File: src/rtl/kernel_window_stream.sv
// kernel_window_stream
//   Streaming 3x3 window generator for the 3x3 image kernels. Consumes a raster-order
//   8-bit pixel stream, keeps the two previous rows in line buffers, and emits one
//   72-bit flattened window per interior pixel through a single output register.
//
// Ports
//   clk           rising-edge clock
//   rst_n         asynchronous active-low reset
//   in_pixel_i    incoming pixel, raster order
//   in_valid_i    in_pixel_i is valid
//   in_ready_o    block accepts in_pixel_i this cycle
//   out_window_o  3x3 window, byte k = 3*row + col, byte 0 = top-left, byte 8 = newest pixel
//   out_valid_o   out_window_o is valid
//   out_ready_i   downstream accepts out_window_o
//   out_sof_o     first window of a frame      (only with KERNEL_WINDOW_FLAGS_EN)
//   out_eol_o     last window of an image row  (only with KERNEL_WINDOW_FLAGS_EN)
//
// Build option
//   KERNEL_WINDOW_FLAGS_EN  adds out_sof_o/out_eol_o, registered and held with out_window_o.

module kernel_window_stream #(
   parameter int unsigned IMG_W = 8,
   parameter int unsigned IMG_H = 8
) (
   input  logic        clk,
   input  logic        rst_n,
   input  logic [7:0]  in_pixel_i,
   input  logic        in_valid_i,
   output logic        in_ready_o,
   output logic [71:0] out_window_o,
   output logic        out_valid_o,
   input  logic        out_ready_i
`ifdef KERNEL_WINDOW_FLAGS_EN
   ,
   output logic        out_sof_o,
   output logic        out_eol_o
`endif
);

   localparam int unsigned CW = $clog2(IMG_W);
   localparam int unsigned RW = $clog2(IMG_H);

   logic [CW-1:0] col_q, col_d;
   logic [RW-1:0] row_q, row_d;

   logic [7:0] lb0_q [IMG_W];  // previous row
   logic [7:0] lb1_q [IMG_W];  // row before that
   logic [7:0] win_q [9];
   logic [7:0] win_d [9];
   logic [71:0] win_flat;

   logic        out_valid_q, out_valid_d;
   logic [71:0] out_window_q, out_window_d;

   logic accept;
   logic col_last;
   logic row_last;
   logic win_emit;

   assign in_ready_o = !out_valid_q || out_ready_i;
   assign accept     = in_valid_i && in_ready_o;
   assign col_last   = (col_q == CW'(IMG_W - 1));
   assign row_last   = (row_q == RW'(IMG_H - 1));
   // The c >= 2 gate also keeps windows that straddle a row boundary from escaping.
   assign win_emit   = accept && (row_q >= RW'(2)) && (col_q >= CW'(2));

   // Raster position counters
   always_comb begin
      col_d = col_q;
      row_d = row_q;
      if (accept) begin
         if (col_last) begin
            col_d = '0;
            row_d = row_last ? '0 : row_q + RW'(1);
         end else begin
            col_d = col_q + CW'(1);
         end
      end
   end

   // Window shifts left one column; new right column comes from the line buffers and input.
   always_comb begin
      for (int k = 0; k < 9; k++) begin
         win_d[k] = win_q[k];
      end
      if (accept) begin
         win_d[0] = win_q[1];
         win_d[1] = win_q[2];
         win_d[2] = lb1_q[col_q];
         win_d[3] = win_q[4];
         win_d[4] = win_q[5];
         win_d[5] = lb0_q[col_q];
         win_d[6] = win_q[7];
         win_d[7] = win_q[8];
         win_d[8] = in_pixel_i;
      end
   end

   always_comb begin
      win_flat = '0;
      for (int k = 0; k < 9; k++) begin
         win_flat[8*k +: 8] = win_d[k];
      end
   end

   // Output register: load on an emitting accept, otherwise drop valid once consumed.
   always_comb begin
      out_valid_d  = out_valid_q;
      out_window_d = out_window_q;
      if (win_emit) begin
         out_valid_d  = 1'b1;
         out_window_d = win_flat;
      end else if (out_ready_i) begin
         out_valid_d  = 1'b0;
      end
   end

   // Pixel storage carries no reset so it can map onto RAM.
   always_ff @(posedge clk) begin
      if (accept) begin
         lb1_q[col_q] <= lb0_q[col_q];
         lb0_q[col_q] <= in_pixel_i;
      end
      for (int k = 0; k < 9; k++) begin
         win_q[k] <= win_d[k];
      end
   end

   always_ff @(posedge clk or negedge rst_n) begin
      if (!rst_n) begin
         col_q        <= '0;
         row_q        <= '0;
         out_valid_q  <= 1'b0;
         out_window_q <= '0;
      end else begin
         col_q        <= col_d;
         row_q        <= row_d;
         out_valid_q  <= out_valid_d;
         out_window_q <= out_window_d;
      end
   end

   assign out_valid_o  = out_valid_q;
   assign out_window_o = out_window_q;

`ifdef KERNEL_WINDOW_FLAGS_EN
   logic sof_q, sof_d;
   logic eol_q, eol_d;

   always_comb begin
      sof_d = sof_q;
      eol_d = eol_q;
      if (win_emit) begin
         sof_d = (row_q == RW'(2)) && (col_q == CW'(2));
         eol_d = col_last;
      end
   end

   always_ff @(posedge clk or negedge rst_n) begin
      if (!rst_n) begin
         sof_q <= 1'b0;
         eol_q <= 1'b0;
      end else begin
         sof_q <= sof_d;
         eol_q <= eol_d;
      end
   end

   assign out_sof_o = sof_q;
   assign out_eol_o = eol_q;
`endif

endmodule

File: config.mk
export PLATFORM = sky130hd
export DESIGN_NAME = kernel_window_stream
export DESIGN_NICKNAME = d
export VERILOG_FILES = /design/src/rtl/kernel_window_stream.sv
export SDC_FILE = /design/constraint.sdc
export NUM_CORES = 1
export LEC_CHECK = 0
export ABC_AREA = 1
export ABC_CLOCK_PERIOD_IN_PS = 5600
export CORE_ASPECT_RATIO = 1.1
export CORE_MARGIN = 5
export CORE_UTILIZATION = 35
export DETAILED_ROUTE_END_ITERATION = 10
export PLACE_DENSITY = 0.54
export SKIP_CTS_REPAIR_TIMING = 1
export SLEW_MARGIN = 20
export SYNTH_ARGS = -nofsm -noshare
export SYNTH_HDL_FRONTEND = slang
export SYNTH_SLANG_ARGS = --single-unit
File: constraint.sdc
create_clock -name clk -period 5.6 [get_ports clk]
set_input_delay 1.4 -clock clk [delete_from_list [all_inputs] [get_ports clk]]
set_output_delay 1.4 -clock clk [all_outputs]
set_load 0.02 [all_outputs]
Word-level counts from Yosys, hierarchy flattened
Memories as Yosys holds them, arrays and structs flattened. Index checks and enable logic that the tools add are counted.

Output and inout bits: 74. Bits in writable memories: 200. Memories: 3. Input port bits: 12. Register bits after elaboration: 79.

Memories: win_q (words 9, width 8, read ports 9, clocked after Yosys merged registers in 0, wr ports 9, line 48) `logic [7:0] win_q [9];`; lb0_q (words 8, width 8, read ports 1, clocked after Yosys merged registers in 0, wr ports 1, line 46) `logic [7:0] lb0_q [IMG_W];`; lb1_q (words 8, width 8, read ports 1, clocked after Yosys merged registers in 0, wr ports 1, line 47) `logic [7:0] lb1_q [IMG_W];`.

Eq/ne operators: 2. Reductions and logical operators: 7. $add $sub $neg: 2. Muxes and demuxes: 7. Magnitude comparators: 2.

Operators by type and width (number): two-way mux 72 bit (1); adder 3 x 1 -> 3 bit, second input constant (2); equality test 3 bit, second input constant (2); >= comparator 3 x 2 -> 1 bit, second input constant (2); two-way mux 3 bit (2); two-way mux 1 bit (4); logical AND 1 bit (3); AND reduction 2 bit (1); nonzero test 2 bit (1); zero test 1 bit (1); logical OR 1 bit (1).

Logic depth before layout (Yosys ltp)
Depth in word-level cells: 6. Gate-level depth with buffers: 11. Gate-level depth less buffers: 9.

Least setup slack after synthesis
No wires, ideal clock.

Kind: in2reg. From: in out_ready_i. To: mem lb0_q[0][0] (enable). Required time: 5.170 ns. Arrival time: 3.787 ns. Slack: 1.382 ns. Cell stages on the path: 7. Cell sequence: inv_1 > nand2_1 > nand2_1 > buf_2 > buf_2 > buf_2 > nor4_1.

Cells in the longest elaborated chain, start to end: 4.

Ends and longest elaborated chain: start: declaration (line 32) `input logic out_ready_i`; logical OR 1 bit (line 60) `assign in_ready_o = !out_valid_q || out_ready_i;`; net in_ready_o (line 29) `output logic in_ready_o,`; logical AND 1 bit (line 61) `assign accept = in_valid_i && in_ready_o;`; two-way mux 1 bit (line 120) `if (accept) begin`; two-way mux 1 bit (implied by the code) (line 122) `lb0_q[col_q] <= in_pixel_i;`; end: declaration (line 46).

The timed path passes the listed nets, and every way through them passes these cells.

Worst setup path after layout
From: in out_ready_i. To: out in_ready_o.

Cells in the longest elaborated chain, start to end: 1.

Ends and longest elaborated chain (line): logical OR 1 bit (60); end: declaration (29).

Every way passes these cells.

==> metrics.log <==
[metrics] run status: finished clean
[metrics] unrepaired setup endpoints after global routing: no
[metrics] Met2 Routed Length: 11400 um
[metrics] # DRC: 0
[metrics] cell area power density: 596 nW/um^2
[metrics] initial antenna violation count: 0
[metrics] hold worst-path end: win_q[3][1]$_DFF_P_
[metrics] first-pass GRT wire length: 40100 um
[metrics] cell chosen for the clock root: clkbuf_16
[metrics] largest net degree at the start of global routing: 85
[metrics] critical path arrival: 2640 ps
[metrics] crit-path max cell delay: 630 ps
[metrics] number of hold violations in the final report: 0
[metrics] CTS H-tree depth: 1
[metrics] Yosys warning total: 0
[metrics] hold wc startpoint: win_q[3][1]$_DFF_P_
[metrics] number of nets produced by synthesis: 1155
[metrics] crit share post-route: 72.1%
[metrics] starting density of the core: 35.4%
[metrics] portion of total power attributed to sequential cells: 41.0%
[metrics] highest clock rate: 248 MHz
[metrics] final setup skew: 18.3 ps
[metrics] number of diodes: 0
[metrics] dominant synthesized flop cell: edfxtp_1
[metrics] end of the worst register-to-register path: lb0_q[7][0]$_DFFE_PP_
[metrics] worst reg2reg setup slack: 2980 ps
[metrics] Cell Area, Synth: 10800 um^2
[metrics] type of element launching the critical path: input pin
[metrics] number of synthesized register bits: 279
[metrics] endpoint required time on the critical path: 4200 ps
[metrics] complex-gate fraction of the synthesized area: 1.22%
[metrics] main area contributors after synthesis: edfxtp_1 36%, nand2_1 23%, dfrtp_1 18%
[metrics] Routed WL: 24900 um
[metrics] clk sinks: 279
[metrics] Hold Crit Class: register to register
[metrics] global routing usage summed across all routing layers: 14.4%
[metrics] Layout area overhead: 20.6%
[metrics] actual slew at the worst max-slew pin: 935 ps
[metrics] Max-cap violations: 0
[metrics] simple-gate share of the synthesized area: 27.1%
[metrics] mean cell area of the mapped netlist: 9.48 um^2
[metrics] P_leak: 0.00592 uW
[metrics] relative slew slack: 37.4%
[metrics] Via-to-Cell Ratio: 4.47
[metrics] post-synthesis sequential area ratio: 67.3%
[metrics] ys async rst share: 28.3%
[metrics] Synth area leader: edfxtp_1
[metrics] insertion delay to the later sink of the worst-skew pair: 540 ps
[metrics] Final #Nets: 1236
[metrics] Core ar.: 30400 um^2
[metrics] DRC marker count from the first detailed-route iteration: 552
[metrics] Post-Synth Adder-Cell Area: 0.696%
[metrics] startpoint of the most critical register-to-register path: col_q[1]$_DFFE_PN0P_
[metrics] Critical Path Source: out_ready_i
[metrics] CP Buf/Inv Count: 3
[metrics] clock edge transition at the registers on the reported setup and hold paths: 60 ps
[metrics] net switching share of the total power: 36.9%
[metrics] TritonCTS clock tree: done
[metrics] Placer Congestion: 0.724
[metrics] classification of the worst setup path: input pin to primary output
[metrics] remaining number of nets flagged by the antenna check after routing: 0
[metrics] number of ports placed on the die boundary: 86
[metrics] clock network fraction of total power: 23.2%
[metrics] wire length on met1: 11800 um
[metrics] number of rows in the core area: 67
[metrics] total internal power: 4890 uW
[metrics] Slowest-stage cell, CP: clkdlybuf4s50_1
[metrics] Die Footprint: 34400 um^2
[metrics] maximum net fanout on the critical path: 3
[metrics] routed length per placed instance: 15.0 um
[metrics] fraction of synthesized cell area in xor and xnor cells: 0%
[metrics] Final setup viols: 0
[metrics] total half-perimeter wirelength after legalization and detailed placement: 14900 um
[metrics] Total Neg Setup Slack: 0 ps
[metrics] Die Span X: 177 um
[metrics] number of CTS-inserted buffers: 29
[metrics] type of element capturing the critical path: primary output
[metrics] Slew Viols, Final: 0
[metrics] Comb pwr share: 35.7%
[metrics] total iterations of the first detailed-routing run: 5
[metrics] via count of the first global-routing pass: 7160
[metrics] filler cell count in the final layout: 2921
[metrics] number of instances on the worst hold path: 2
[metrics] total power: 7750 uW
[metrics] DR vias: 7406
[metrics] cell mode on critical path: clkdlybuf4s50_1
[metrics] Max Root-Sink Buffers: 3
[metrics] top routing layer in use: met4
[metrics] I/O Buffers: 85
[metrics] kind of cell adding the most delay to the critical path: buffers and inverters
[metrics] leading cell types by count after synthesis: 658 x nand2_1, 128 x edfxtp_1, 79 x dfrtp_1
[metrics] largest family of logic cells by synthesized area: simple AND/OR/NAND/NOR gates
[metrics] switching power summed over all nets: 2850 uW
[metrics] mux cell area share after synthesis: 0%
[metrics] remaining global-route overflow: 0
[metrics] Cell Chain, Critical Path: clkdlybuf4s50_1 -> inv_1 -> nand2_1 -> clkdlybuf4s50_1
[metrics] Vert. Die Dim: 194 um
[metrics] cell with the most instances after synthesis: nand2_1
[metrics] path depth of the worst reg2reg path: 4
[metrics] number of synthesized flops with an enable pin: 128
[metrics] Gate Count Post-Synth: 1137
[metrics] DR WL met3: 1170 um
[metrics] top cell type's share of synthesized area: 35.6%
[metrics] Cell variety after synth: 22
[metrics] Worst VDD drop: 0.000254 V
[metrics] layout cells sized above 1: 6.61%
[metrics] final critical delay including setup and external delays: 4040 ps
## registers in the layout, indices dropped and copies added (netlist names)
name,flops
row_q,3
out_window_o,72
lb0_q,64
lb1_q,64
out_valid_o,1
win_q,72
col_q,3
## power by group through the flow
| stage | sequential [uW] | clock [uW] | combinational [uW] |
|---|---|---|---|
| after floorplan | 3420 | 0 | 1520 |
| after global placement | 3210 | 0 | 2780 |
| after detailed placement | 3220 | 0 | 2820 |
| after CTS | 3190 | 1860 | 2830 |
| after global routing | 3250 | 1940 | 3120 |
| final | 3180 | 1800 | 2770 |
## cell families (layout without fill, tap and decap cells)
group / after synthesis / after routing
simple gates: 742 / 742
flops: 279 / 279
buf+inv: 87 / 191
compound gates: 23 / 23
fa+ha+maj: 6 / 6
## worst max-delay path by stage
| stage | cells past startpoint | end | slack, ps |
|---|---|---|---|
| after floorplan | 7 | lb0_q[0][0]$_DFFE_PP_ | 1380 |
| after global placement | 4 | in_ready_o | 1540 |
| after detailed placement | 4 | in_ready_o | 1550 |
| after CTS | 4 | in_ready_o | 1550 |
| after global routing | 4 | in_ready_o | 1500 |
| final | 4 | in_ready_o | 1560 |
## cell usage in the layout (no fill, tap or decap), types with 6 or more instances in the layout
cell | synthesis | routed
clkdlybuf4s50_1 | 0 | 84
nand4_1 | 7 | 7
clkbuf_8 | 0 | 6
dfxtp_1 | 72 | 72
edfxtp_1 | 128 | 128
clkbuf_16 | 0 | 29
dfrtp_1 | 79 | 78
clkbuf_1 | 25 | 10
o21ai_0 | 21 | 21
nor2_1 | 12 | 12
inv_1 | 25 | 25
ha_1 | 6 | 6
nor4_2 | 0 | 6
nand2_1 | 658 | 657
nand3_1 | 40 | 40
buf_4 | 8 | 23
and2_1 | 16 | 16
## metrics by stage
stage          cell area, um^2  cells  hold WS (ps)  util, %  worst slack [ps]
2_1_floorplan            10800   1137           423        -              1380
3_3_place_gp             12100   1601           432     39.8              1540
3_5_place_dp             12100   1601           437     39.8              1550
4_1_cts                  13000   1655           455     42.7              1550
5_1_grt                  13000   1655           460     42.7              1500
6_report                 13000   1655           453     42.7              1560
## cell type report
cell class / count / area [um^2] / area share [%]
clock inverters: 8 / 48.8 / 0.375
clock buffers: 46 / 853 / 6.56
inverters: 29 / 111 / 0.856
flip-flops and latches: 279 / 7260 / 55.8
repair buffers: 108 / 1030 / 7.95
multi-input cells: 771 / 3180 / 24.4
well taps: 414 / 518 / 3.98
## per-layer routing
metal	GRT usage [%]	vias to the layer above
met4	3.41	0
met1	20.8	3454
li1	-	3773
met3	2.03	32
met2	22.9	147
met5	0	-
## worst reg2reg max path, stage by stage, from the launching register on
cell	delay [ps]
dfrtp_1	790
inv_1	530
buf_4	360
nor4_2	330
buf_4	290
Power figures use the tool's default switching activity.
